--- src/rtl/alu_arbiter_if.sv ---
// Bus bundle between two datapath requesters, the response consumer and the
// shared-ALU arbiter. The master side drives requests and takes responses;
// the slave side is the arbiter itself.
interface alu_arbiter_if #(
    parameter int N = 32
);
    logic         req0_valid;
    logic         req0_ready;
    logic [N-1:0] req0_a;
    logic [N-1:0] req0_b;
    logic [1:0]   req0_control;

    logic         req1_valid;
    logic         req1_ready;
    logic [N-1:0] req1_a;
    logic [N-1:0] req1_b;
    logic [1:0]   req1_control;

    logic         resp_valid;
    logic         resp_ready;
    logic         resp_id;
    logic [N-1:0] resp_result;
    logic [3:0]   resp_flags;

    modport master (
        output req0_valid, req0_a, req0_b, req0_control,
        output req1_valid, req1_a, req1_b, req1_control,
        output resp_ready,
        input  req0_ready, req1_ready,
        input  resp_valid, resp_id, resp_result, resp_flags
    );

    modport slave (
        input  req0_valid, req0_a, req0_b, req0_control,
        input  req1_valid, req1_a, req1_b, req1_control,
        input  resp_ready,
        output req0_ready, req1_ready,
        output resp_valid, resp_id, resp_result, resp_flags
    );
endinterface

--- src/rtl/alu_arbiter.sv ---
// Shared ALU with a two-port round-robin arbiter in front and a single
// registered response slot behind it. One operation per cycle is sustained
// because a consumed slot can be refilled on the same clock edge.

// Combinational ALU: 00=add 01=sub 10=and 11=or, flags are {v,c,n,z}.
// Subtraction is a + ~b + 1, so c=1 means "no borrow" (a >= b unsigned).
module alu #(
    parameter int N = 32
) (
    input  logic [N-1:0] a,
    input  logic [N-1:0] b,
    input  logic [1:0]   control,
    output logic [N-1:0] result,
    output logic [3:0]   flags
);
    logic [N:0] sum;
    logic       v;
    logic       c;

    // Compute result, carry and signed overflow for the selected operation
    always_comb begin
        sum    = '0;
        v      = 1'b0;
        c      = 1'b0;
        result = '0;
        case (control)
            2'b00: begin
                sum    = {1'b0, a} + {1'b0, b};
                result = sum[N-1:0];
                c      = sum[N];
                v      = (a[N-1] == b[N-1]) && (result[N-1] != a[N-1]);
            end
            2'b01: begin
                sum    = {1'b0, a} + {1'b0, ~b} + {{N{1'b0}}, 1'b1};
                result = sum[N-1:0];
                c      = sum[N];
                v      = (a[N-1] != b[N-1]) && (result[N-1] != a[N-1]);
            end
            2'b10: begin
                result = a & b;
            end
            default: begin
                result = a | b;
            end
        endcase
        flags = {v, c, result[N-1], (result == '0)};
    end
endmodule

module alu_arbiter #(
    parameter int N     = 32,
    parameter int CNT_W = 16
) (
    input  logic             clk,
    input  logic             reset_n,
    alu_arbiter_if.slave     bus,
    output logic [CNT_W-1:0] op_count
);
    logic         resp_valid;
    logic         resp_id;
    logic [N-1:0] resp_result;
    logic [3:0]   resp_flags;
    logic         rr_ptr;

    logic         slot_free;
    logic         grant_valid;
    logic         grant_id;
    logic [N-1:0] alu_a;
    logic [N-1:0] alu_b;
    logic [1:0]   alu_control;
    logic [N-1:0] alu_result;
    logic [3:0]   alu_flags;

    // The slot can take a new op if it is empty or being drained this cycle
    assign slot_free = !resp_valid || bus.resp_ready;

    // Round-robin grant; a lone requester wins regardless of the pointer
    always_comb begin
        grant_valid = 1'b0;
        grant_id    = 1'b0;
        if (slot_free) begin
            if (bus.req0_valid && bus.req1_valid) begin
                grant_valid = 1'b1;
                grant_id    = rr_ptr;
            end else if (bus.req0_valid) begin
                grant_valid = 1'b1;
                grant_id    = 1'b0;
            end else if (bus.req1_valid) begin
                grant_valid = 1'b1;
                grant_id    = 1'b1;
            end
        end
    end

    assign bus.req0_ready = grant_valid && !grant_id;
    assign bus.req1_ready = grant_valid &&  grant_id;

    assign alu_a       = grant_id ? bus.req1_a       : bus.req0_a;
    assign alu_b       = grant_id ? bus.req1_b       : bus.req0_b;
    assign alu_control = grant_id ? bus.req1_control : bus.req0_control;

    alu #(.N(N)) u_alu (
        .a       (alu_a),
        .b       (alu_b),
        .control (alu_control),
        .result  (alu_result),
        .flags   (alu_flags)
    );

    // Load the response slot on acceptance, clear valid on a bare consume
    always_ff @(posedge clk) begin
        if (!reset_n) begin
            resp_valid  <= 1'b0;
            resp_id     <= 1'b0;
            resp_result <= '0;
            resp_flags  <= '0;
            rr_ptr      <= 1'b0;
            op_count    <= '0;
        end else if (grant_valid) begin
            resp_valid  <= 1'b1;
            resp_id     <= grant_id;
            resp_result <= alu_result;
            resp_flags  <= alu_flags;
            rr_ptr      <= ~grant_id;
            op_count    <= op_count + CNT_W'(1);
        end else if (bus.resp_ready) begin
            resp_valid  <= 1'b0;
        end
    end

    assign bus.resp_valid  = resp_valid;
    assign bus.resp_id     = resp_id;
    assign bus.resp_result = resp_result;
    assign bus.resp_flags  = resp_flags;
endmodule

--- src/flat_wrapper.sv ---
// flat-port wrapper written by rule: the top's interface ports become plain ports
module alu_arbiter_flat 
#(
    parameter int N     = 32,
    parameter int CNT_W = 16
)
  (clk, reset_n, op_count, bus_req0_valid, bus_req0_a, bus_req0_b, bus_req0_control, bus_req1_valid, bus_req1_a, bus_req1_b, bus_req1_control, bus_resp_ready, bus_req0_ready, bus_req1_ready, bus_resp_valid, bus_resp_id, bus_resp_result, bus_resp_flags);
  alu_arbiter_if #(.N(N)) bus_i ();
  input  logic clk;
  input  logic reset_n;
  output logic [CNT_W-1:0] op_count;
  input wire logic [$bits(bus_i.req0_valid)-1:0] bus_req0_valid;
  input wire logic [$bits(bus_i.req0_a)-1:0] bus_req0_a;
  input wire logic [$bits(bus_i.req0_b)-1:0] bus_req0_b;
  input wire logic [$bits(bus_i.req0_control)-1:0] bus_req0_control;
  input wire logic [$bits(bus_i.req1_valid)-1:0] bus_req1_valid;
  input wire logic [$bits(bus_i.req1_a)-1:0] bus_req1_a;
  input wire logic [$bits(bus_i.req1_b)-1:0] bus_req1_b;
  input wire logic [$bits(bus_i.req1_control)-1:0] bus_req1_control;
  input wire logic [$bits(bus_i.resp_ready)-1:0] bus_resp_ready;
  output wire logic [$bits(bus_i.req0_ready)-1:0] bus_req0_ready;
  output wire logic [$bits(bus_i.req1_ready)-1:0] bus_req1_ready;
  output wire logic [$bits(bus_i.resp_valid)-1:0] bus_resp_valid;
  output wire logic [$bits(bus_i.resp_id)-1:0] bus_resp_id;
  output wire logic [$bits(bus_i.resp_result)-1:0] bus_resp_result;
  output wire logic [$bits(bus_i.resp_flags)-1:0] bus_resp_flags;
  assign bus_i.req0_valid = bus_req0_valid;
  assign bus_i.req0_a = bus_req0_a;
  assign bus_i.req0_b = bus_req0_b;
  assign bus_i.req0_control = bus_req0_control;
  assign bus_i.req1_valid = bus_req1_valid;
  assign bus_i.req1_a = bus_req1_a;
  assign bus_i.req1_b = bus_req1_b;
  assign bus_i.req1_control = bus_req1_control;
  assign bus_i.resp_ready = bus_resp_ready;
  assign bus_req0_ready = bus_i.req0_ready;
  assign bus_req1_ready = bus_i.req1_ready;
  assign bus_resp_valid = bus_i.resp_valid;
  assign bus_resp_id = bus_i.resp_id;
  assign bus_resp_result = bus_i.resp_result;
  assign bus_resp_flags = bus_i.resp_flags;
  alu_arbiter #(.N(N), .CNT_W(CNT_W)) u_core (.clk(clk), .reset_n(reset_n), .bus(bus_i), .op_count(op_count));
endmodule
--- config.mk ---
export PLATFORM = sky130hd
export DESIGN_NAME = alu_arbiter_flat
export DESIGN_NICKNAME = d
export VERILOG_FILES = /design/src/rtl/alu_arbiter_if.sv /design/src/rtl/alu_arbiter.sv /design/src/flat_wrapper.sv
export SDC_FILE = /design/constraint.sdc
export NUM_CORES = 1
export LEC_CHECK = 0
export ABC_AREA = 1
export CAP_MARGIN = 20
export CORE_ASPECT_RATIO = 2
export CORE_MARGIN = 4
export CORE_UTILIZATION = 54
export DETAILED_ROUTE_END_ITERATION = 12
export MAX_ROUTING_LAYER = met4
export PLACE_DENSITY = 0.9
export SETUP_SLACK_MARGIN = 0.3
export SLEW_MARGIN = 20
export SYNTH_ARGS = -nofsm -noshare
export SYNTH_HDL_FRONTEND = slang
export SYNTH_SLANG_ARGS = --single-unit
--- constraint.sdc ---
create_clock -name clk -period 5.89 [get_ports clk]
set_clock_uncertainty 0.1 [all_clocks]
set_input_delay 1.4725 -clock clk [delete_from_list [all_inputs] [get_ports clk]]
set_output_delay 1.4725 -clock clk [all_outputs]
set_load 0.02 [all_outputs]
# Word level (Yosys, flattened, before mapping)
# Cells that the tools add are included.
# classes
n_addsub	4
n_eq_ne	6
muxes	15
n_bitwise	4
reduce_logical	11
# ops
operator	n
32-bit one-hot mux with 3 select lines	1
32-bit by 32-bit adder with 33-bit output	2
32-bit two-way mux	2
33-bit by 1-bit adder with 33-bit output (second input constant)	1
32-bit AND	1
32-bit logical NOT	1
32-bit NOT	1
32-bit OR	1
16-bit by 1-bit adder with 16-bit output (second input constant)	1
1-bit two-way mux	9
1-bit logical AND	5
1-bit one-hot mux with 2 select lines	2
1-bit inequality test	3
2-bit by 1-bit == test with 1-bit output (second input constant)	1
2-bit == test (second input constant)	1
1-bit logical NOT	2
2-bit logical NOT	1
2-bit two-way mux	1
2-bit nonzero test	1
1-bit == test	1
1-bit logical OR	1
1-bit NOT	1
# totals
reg_bits	55
inputBits	137
out_inout_bits	56

# Longest topological paths before layout
# Gate-level depths: netlist of run 1.
# logic_depth
ltp_word	11
depth_mapped	28
mapped_depth_nobuf	26

# By module
# Synthesis of run 1 repeated with hierarchy kept, for this count alone.
# unflattened
cells_unflattened	1829
area_unflattened_um2	9660.5
# by_module_without_submodules
module	instances	cells_each	area_per_inst_um2	seq_area_each_um2
alu	1	1315	6672.6	0.0
alu_arbiter	1	514	2987.9	1101.1

# Least setup slack after synthesis of run 1
# Ideal clock, no wire load.
# synth_path
path_kind	input port to flip-flop
from	input bus_req0_valid
to	register u_core.resp_flags[0] (netlist: u_core.bus.resp_flags[0])
t_arrival_ns	4.400
setup_slack_ns	1.320
stages	26
cell_sequence	nand2_1 nand3_4 clkbuf_1 clkbuf_1 nand2_1 o21ai_0 inv_1 ha_1 fa_1 inv_1 nand3_1 nand2_1 nand2_1 nand2_1 nand2_1 nand2_1 nand2_1 nand2_1 nand2_1 nand3_1 nand4_1 nor2_1 nand2_1 nor2_1 nand2_1 a21oi_2
# synth_between
elab_chain_cells	9
# synth_lines
item	line	source
start: declaration	flat_wrapper.sv:12	input wire logic [$bits(bus_i.req0_valid)-1:0] bus_req0_valid;
1-bit two-way mux / 1-bit logical AND (equally long branches)	alu_arbiter.sv:85, alu_arbiter.sv:82	
1-bit two-way mux	alu_arbiter.sv:82	if (bus.req0_valid && bus.req1_valid) begin
1-bit two-way mux	alu_arbiter.sv:81	if (slot_free) begin
32-bit two-way mux	alu_arbiter.sv:99	assign alu_b = grant_id ? bus.req1_b : bus.req0_b;
32-bit NOT	alu_arbiter.sv:34	sum = {1'b0, a} + {1'b0, ~b} + {{N{1'b0}}, 1'b1};
32-bit by 32-bit adder with 33-bit output	alu_arbiter.sv:34	
33-bit by 1-bit adder with 33-bit output	alu_arbiter.sv:34	
32-bit one-hot mux with 3 select lines	alu_arbiter.sv:26	case (control)
32-bit logical NOT	alu_arbiter.sv:46	flags = {v, c, result[N-1], (result == '0)};
end signal: assignment	alu_arbiter.sv:123	resp_flags <= alu_flags;
end: declaration	alu_arbiter.sv:62	logic [3:0] resp_flags;
# Parallel ways exist; a longest one is shown, timed or not.
# A chain may end at the register's enable or synchronous reset.

# Worst setup path after layout of run 1
# Ends and elaborated chain as after synthesis.

==> results of run 1 <==
critical path: stages:
cell and delay [ns]:
clkdlybuf4s50_1 0.54, nand2_2 0.14, nand2_2 0.11, nor2_4 0.07, buf_12 0.16, or2_2 0.28
o21ai_0 0.11, inv_1 0.11, ha_1 0.25, fa_1 0.41, inv_1 0.12, nand3_1 0.11
nand2_2 0.13, nand2_1 0.07, nand2_1 0.11, nand2_1 0.06, nand3_1 0.08, nand3_1 0.07
nor2_1 0.22, nand2_1 0.10, nor2_1 0.11, nand2_1 0.14, nor2_1 0.12, nand3_1 0.07
nor2_1 0.10, nand2_1 0.08, a21oi_2 0.11
how the worst max path moves through the flow:
stage,slack [ns],to,startpoint
after floorplan,1.32,u_core.bus.resp_flags[0]$_SDFFE_PN0P_,bus_req0_valid
after global placement,0.08,u_core.bus.resp_flags[0]$_SDFFE_PN0P_,bus_resp_ready
after detailed placement,-0.005,u_core.bus.resp_flags[0]$_SDFFE_PN0P_,bus_resp_ready
after CTS,0.35,u_core.bus.resp_flags[0]$_SDFFE_PN0P_,bus_req0_valid
after global routing,0.30,u_core.bus.resp_flags[0]$_SDFFE_PN0P_,bus_req0_valid
final,0.54,u_core.bus.resp_flags[0]$_SDFFE_PN0P_,bus_req0_valid
Yosys cell counts (all sizes together) (6+ instances only):
cell | n | share of area
nand4 | 43 | 0.029
dfxtp | 54 | 0.12
ha | 101 | 0.13
or2 | 39 | 0.026
clkinv | 6 | 0.0025
nand3 | 151 | 0.082
o21ai | 116 | 0.062
nor3 | 17 | 0.0091
clkbuf | 25 | 0.010
nand2 | 537 | 0.22
buf | 31 | 0.019
a21oi | 72 | 0.039
inv | 335 | 0.13
nor2 | 198 | 0.084
o21bai | 10 | 0.0080
nand3b | 6 | 0.0048
state kept, by name, summed over array words and instances (netlist names):
name,count
u_core.rr_ptr,1
u_core.bus.resp_id,1
u_core.bus.resp_valid,1
u_core.bus.resp_result,31
u_core.bus.resp_flags,4
u_core.op_count,16
placed cells by master, fill, tap and decap left out, drive strengths merged, types with 2 or more instances in the layout:
cell	synthesis	routed
nor3	17	17
ha	101	101
buf	31	50
nor2	198	198
a21o	2	2
inv	335	336
nand2	537	537
a31oi	2	2
nand4	43	43
clkdlybuf4s50	0	192
or2	39	39
o21ai	116	116
a21oi	72	72
o21bai	10	10
clkinv	6	6
dfxtp	54	54
fa	2	2
clkbuf	25	5
o21a	5	5
xor2	5	5
nand3b	6	6
nand3	151	151
a21boi	2	2
per-stage QoR:
| stage | area, um^2 | hold WS, ns | utilization |
|---|---|---|---|
| floorplan | 9400 | 0.441 | - |
| global placement | 11700 | 0.350 | 0.679 |
| detailed placement | 11700 | 0.355 | 0.679 |
| CTS | 11900 | 0.365 | 0.690 |
| global route | 12000 | 0.404 | 0.699 |
| finish | 12000 | 0.366 | 0.699 |
kinds of logic after synthesis:
group,Yosys count,share of synthesized area
adder cells (fa/ha/maj),103,0.139
AO/OA/AOI/OAI,211,0.119
XOR/XNOR,6,0.00559
buffers and inverters,397,0.165
AND/OR/NAND/NOR,994,0.456
flip-flops,54,0.115
report_power, final:
| part | switching, W | internal (W) |
|---|---|---|
| Clock | 0.000150 | 0.000204 |
| Sequential | 0.0000253 | 0.000404 |
| Combinational | 0.00119 | 0.000632 |
| Total | 0.00137 | 0.00124 |
area by class of cell:
| type | instances | area (um^2) |
|---|---|---|
| clock inverters | 3 | 48.8 |
| clock buffers | 5 | 125 |
| flip-flops and latches | 54 | 1080 |
| multi-input cells | 1314 | 6870 |
| repair buffers | 242 | 2330 |
| fillers | 1610 | 5180 |
| well taps | 210 | 263 |
| inverters | 341 | 1280 |
repair_timing:
action                                  in CTS  in global routing
resized for setup                            1                 46
hold endpoints to repair                     0                  0
pin swaps                                    0                  6
endpoints found under the setup margin       1                  2
buffers inserted                             0                  6
layer usage:
layer | share of wire | wire length [um]
met5 | 0 | 0
met4 | 0.12 | 4800
met3 | 0.077 | 3190
met2 | 0.49 | 20400
met1 | 0.32 | 13200
==> parameters.txt, run 1 <==
Parameter                              Value

Run status
  Outcome    complete, no violations

Floorplan
  Die X    101 um
  Die ar.    approximately 20,000 um^2
  Number of placement rows    68
  Core box area    17,200 um^2
  Top Ports    193
  Initial core utilization    0.547
  Die span in y    195 um

Worst setup path
  Data required, critical path    6.03 ns
  FF-to-FF End    u_core.bus.resp_flags[0]$_SDFFE_PN0P_
  Arr. time, crit path    roughly 5.5 ns
  Critical Path Start Type    input port
  Reg2Reg Depth    27
  Maximum fanout along the worst path    28
  Crit path capture type    flip-flop
  Critical path class    input port to flip-flop
  Worst R2R Start    u_core.rr_ptr$_SDFFE_PN0P_
  Worst reg-to-reg setup slack    1.88 ns

Routing
  Total wire length    41.6 mm
  Remaining antenna violation count after routing    0
  Drt via density    5.63
  DRC violations left    0
  Total vias in the final route    12,206
  Iteration count of the initial detailed-routing pass    7
  Iteration-0 DRC count of the detailed router    1,037
  Routed wire length per instance    between 15 and 20 um

Flow run
  Maximum capacitance violations    0

Power
  Pwr Density    217 nW/um^2
  Overall Power    0.00261 W
  Leakage power total    6.33 nW
  Peak supply drop    0.146 mV

Global routing
  Met1 track demand over resource in global routing    0.404
  Antenna violations before repair    0
  GRT Residual Overflow    0
  Number of global-route vias before repair    12,156
  Largest net degree at the start of global routing    52
  Met2 Track Usage GR    0.722
  GR Layer Usage met3    0.0690
  Busiest layer in global routing    met2
  Global-route wire length before repair    approximately 63 mm
  Total GRT Usage    0.430

Clock network
  Hold buffer count at CTS    0
  Number of levels the H-tree was split into    2
  CTS Buffer Depth    2
  Clock net sink count    54
  Worst-path clk slew    0.07 ns
  Cell at the root of the clock tree    clkbuf_16
  Clock tree from TritonCTS    done
  Clock buffers created by TritonCTS    5
  Worst skew pair latency    0.31 ns

Synth
  Share of synthesized area occupied by flip-flops and latches    0.115
  Post-synth top flop    dfxtp_1
  Net count after synthesis    ~2,000
  Post-synth design cell area    9400 um^2
  Number of library cell types mapped by synthesis    42
  Avg Cell Area, Syn    around 5.3 um^2
  Number of enable-type register cells in the synthesized netlist    0
  Register bit count reported by yosys    54
  YS warnings    0
  Proportion of register bits with asynchronous set or reset after synthesis    0
  Post-synthesis instance total    1,765

Timing
  Final setup violation count    0
  Worst Slack Setup Final    0.543 ns
  Normalized max-slew margin    0.544
  Unrepaired setup endpoints after global routing    false
  Final number of hold-violating endpoints    0
  Slew @ Worst Pin    0.682 ns
  Count of final max-slew check failures    0
  Share of the clock period used by the worst path    0.908
  Crit path time final    5.35 ns
  Sum of negative setup slack    0 ns
  Fmax    187 MHz

Hold path
  Worst min-delay path startpoint    u_core.bus.resp_flags[3]$_SDFFE_PN0P_
  Number of cells on the worst hold path    2
  Kind of path behind the tightest hold check    flip-flop to flip-flop
  WHS Endpoint    u_core.bus.resp_flags[3]$_SDFFE_PN0P_

Place
  Placed cell count    2,155
  RD Place Congestion    about 1.1
  # port buffers    between 150 and 200
  Half-perimeter wire length after placement    33.8 mm
  Pre-CTS setup slack    -0.00473 ns

Cells and area
  Count of placed standard cells in the final layout, fillers left out    2,169
  Layout overhead on the synthesized area    27.7%
  Share of layout cells above drive strength 1    0.0878
  NumNets Final    2,198
  Ant diodes    0
Note: power is estimated with default switching activity, not from simulation.
==> run 2: changes to the inputs <==
CAP_MARGIN = not set   (was 20)
==> results of run 2 <==
Same layout as run 1: the final DEF is identical, and so are final timing and power.
==> run 3: changes to the inputs <==
CORE_UTILIZATION = 25   (was 54)
PLACE_DENSITY = 0.51   (was 0.9)
==> run 3 against run 2 <==
Register-to-register slack lost 0.05 ns. Critical path depth is the same. Critical endpoint unchanged. Largest power group unchanged. Sequential cell count unchanged. Clock power rose by 2%. Total power increased by 7.8%. Final cell count rose by 16%. Worst setup slack got worse by 0.045 ns.
==> parameters.txt, run 3 (synthesis results as in run 1) <==
Parameter                              Value

Run status
  Outcome    complete, no violations

Flow run
  Maximum capacitance violations    0 (unchanged)

Routing
  Drt via density    4.73 (-16%)
  Iteration count of the initial detailed-routing pass    6 (-1)
  Routed wire length per instance    18.5 um (-3.5%)
  Iteration-0 DRC count of the detailed router    648 (-38%)
  Remaining antenna violation count after routing    0 (unchanged)
  DRC violations left    0 (unchanged)
  Total wire length    46.7 mm (+12%)
  Total vias in the final route    11,943 (-2.2%)

Floorplan
  Initial core utilization    0.253 (-0.294)
  Number of placement rows    100 (+47%)
  Core box area    37,200 um^2 (+120%)
  Top Ports    193 (unchanged)
  Die span in y    282 um (+45%)
  Die X    145 um (+43%)
  Die ar.    40,900 um^2 (+110%)

Power
  Pwr Density    214 nW/um^2 (-1.5%)
  Relative contribution of sequential cells to total power    0.153 (-0.012)
  Clock power share    0.128 (-0.008)
  Sw Share    0.501 (-0.0227)
  Leakage power total    6.89 nW (+8.8%)
  Peak supply drop    0.119 mV (-19%)
  Internal power summed over all cells    0.00140 W (+13%)
  Net switching component of the power    0.00141 W (+3.1%)
  Proportion of power drawn by combinational gates    0.719 (+0.020)

Clock network
  Worst-path clk slew    0.07 ns (about the same)
  Clock net sink count    54 (unchanged)
  Cell at the root of the clock tree    clkbuf_16
  Number of levels the H-tree was split into    2 (unchanged)
  Clock tree from TritonCTS    done
  Clock buffers created by TritonCTS    5 (unchanged)
  Hold buffer count at CTS    0 (unchanged)
  Worst skew pair latency    0.30 ns (about the same)
  CTS Buffer Depth    2 (unchanged)

Global routing
  Antenna violations before repair    1 (+1)
  Number of global-route vias before repair    11,953 (-1.7%)
  GRT Residual Overflow    0 (unchanged)
  Total GRT Usage    0.228 (-0.202)
  Global-route wire length before repair    69.6 mm (+9.8%)
  Largest net degree at the start of global routing    52 (unchanged)

Hold path
  Kind of path behind the tightest hold check    flip-flop to flip-flop

Timing
  Sum of negative setup slack    0 ns (unchanged)
  Crit path time final    5.39 ns (+0.0445 ns)
  Final number of hold-violating endpoints    0 (unchanged)
  Slew @ Worst Pin    0.647 ns (-0.0360 ns)
  Final setup violation count    0 (unchanged)
  Normalized max-slew margin    0.568 (+0.0240)
  Count of final max-slew check failures    0 (unchanged)
  Min Hold Slack    0.368 ns (+0.00193 ns)
  Share of the clock period used by the worst path    0.915 (+0.00756)
  Unrepaired setup endpoints after global routing    false
  Fmax    185 MHz (-0.83%)

Cells and area
  Number of flip-flops in the largest register    31 (unchanged)
  Count of placed standard cells in the final layout, fillers left out    2,526 (+16%)
  Ant diodes    0 (unchanged)
  Register with the most flip-flops    u_core.bus.resp_result
  Share of layout cells above drive strength 1    0.131 (+0.0433)
  Layout overhead on the synthesized area    39.8%
  Most frequent standard cell in the layout excluding fill and tap cells    nand2_1
  NumNets Final    2,306 (+4.9%)
  Largest regs    u_core.bus.resp_result (31), u_core.op_count (16), u_core.bus.resp_flags (4)
  Commonest non-fill, non-tap cells in the layout    nand2_1, inv_1, clkdlybuf4s50_1

Place
  Placed cell count    2,517 (+17%)
  # port buffers    192 (unchanged)
  Half-perimeter wire length after placement    40.7 mm (+20%)
  RD Place Congestion    1.02 (-10%)

Worst setup path
  Critical path class    input port to flip-flop
  Critical Path Start Type    input port
  Cell occurring most often along the worst timing path    nand2_1
  Dominant delay contributor by cell family on the critical path    simple AND/OR/NAND/NOR gates
  Buffers and inverters on the worst path    5 (+1)
  Delay of the slowest cell on the worst path    0.52 ns (-0.02 ns)
  Maximum fanout along the worst path    20 (-29%)
  Data required, critical path    6.02 ns (about the same)
  Arr. time, crit path    5.52 ns (+0.04 ns)
  Crit path max-delay cell type    clkdlybuf4s50_1
  Crit path capture type    flip-flop
[run 3: worst min-delay path: stages (launching register included)]
cell,delay (ns)
dfxtp_1,0.31
nand2_1,0.06
a21oi_1,0.05
[run 3: through the flow]
stage               setup WS, ns  utilization  area, um^2  power, W
CTS                        0.305        0.352       13100   0.00280
floorplan                   1.32            -        9400   0.00149
detailed placement       -0.0952        0.346       12900   0.00243
global placement         -0.0691        0.346       12900   0.00243
global route               0.272        0.354       13100   0.00302
finish                     0.499        0.354       13100   0.00281
[run 3: cell type report]
cell class | instances | area, um^2
Fill cell | 4228 | 24000
Multi-Input combinational cell | 1314 | 6850
Timing Repair Buffer | 350 | 3170
Inverter | 341 | 1280
Sequential cell | 54 | 1080
Tap cell | 459 | 574
Clock buffer | 6 | 139
Clock inverter | 2 | 38.8
[run 3: final timing paths]
path	cells past startpoint	endpoint	from	slack, ns
worst max-delay path	27	u_core.bus.resp_flags[0]$_SDFFE_PN0P_	bus_req0_valid	0.50
worst max register to register	22	u_core.bus.resp_flags[0]$_SDFFE_PN0P_	u_core.rr_ptr$_SDFFE_PN0P_	1.83
worst min register to register	2	u_core.bus.resp_id$_SDFFE_PN0P_	u_core.bus.resp_id$_SDFFE_PN0P_	0.37
worst min-delay path	2	u_core.bus.resp_id$_SDFFE_PN0P_	u_core.bus.resp_id$_SDFFE_PN0P_	0.37
[run 3: layer usage]
layer  routed length, um  part of all wire  track usage  vias to the layer above
li1                    -                 -            -                     6045
met1               16100              0.34        0.209                     5398
met2               25700              0.55        0.458                      390
met3                1470             0.031       0.0138                      110
met4                3470             0.074        0.136                        0
met5                   0                 0            -                        -
[run 3: power groups by stage]
stage	sequential [W]	combinational [W]	clock, W
2_1_floorplan	0.000477	0.00101	0
3_3_place_gp	0.000437	0.00200	0
3_5_place_dp	0.000438	0.00199	0
4_1_cts	0.000429	0.00200	0.000368
5_1_grt	0.000434	0.00221	0.000377
6_report	0.000429	0.00202	0.000360
[run 3: what timing repair did]
item | CTS | global route
gates resized for setup | 4 | 31
pin swaps | 2 | 4
setup endpoints to repair | 1 | 2
buffers inserted | 1 | 0
hold endpoints to repair | 0 | 0
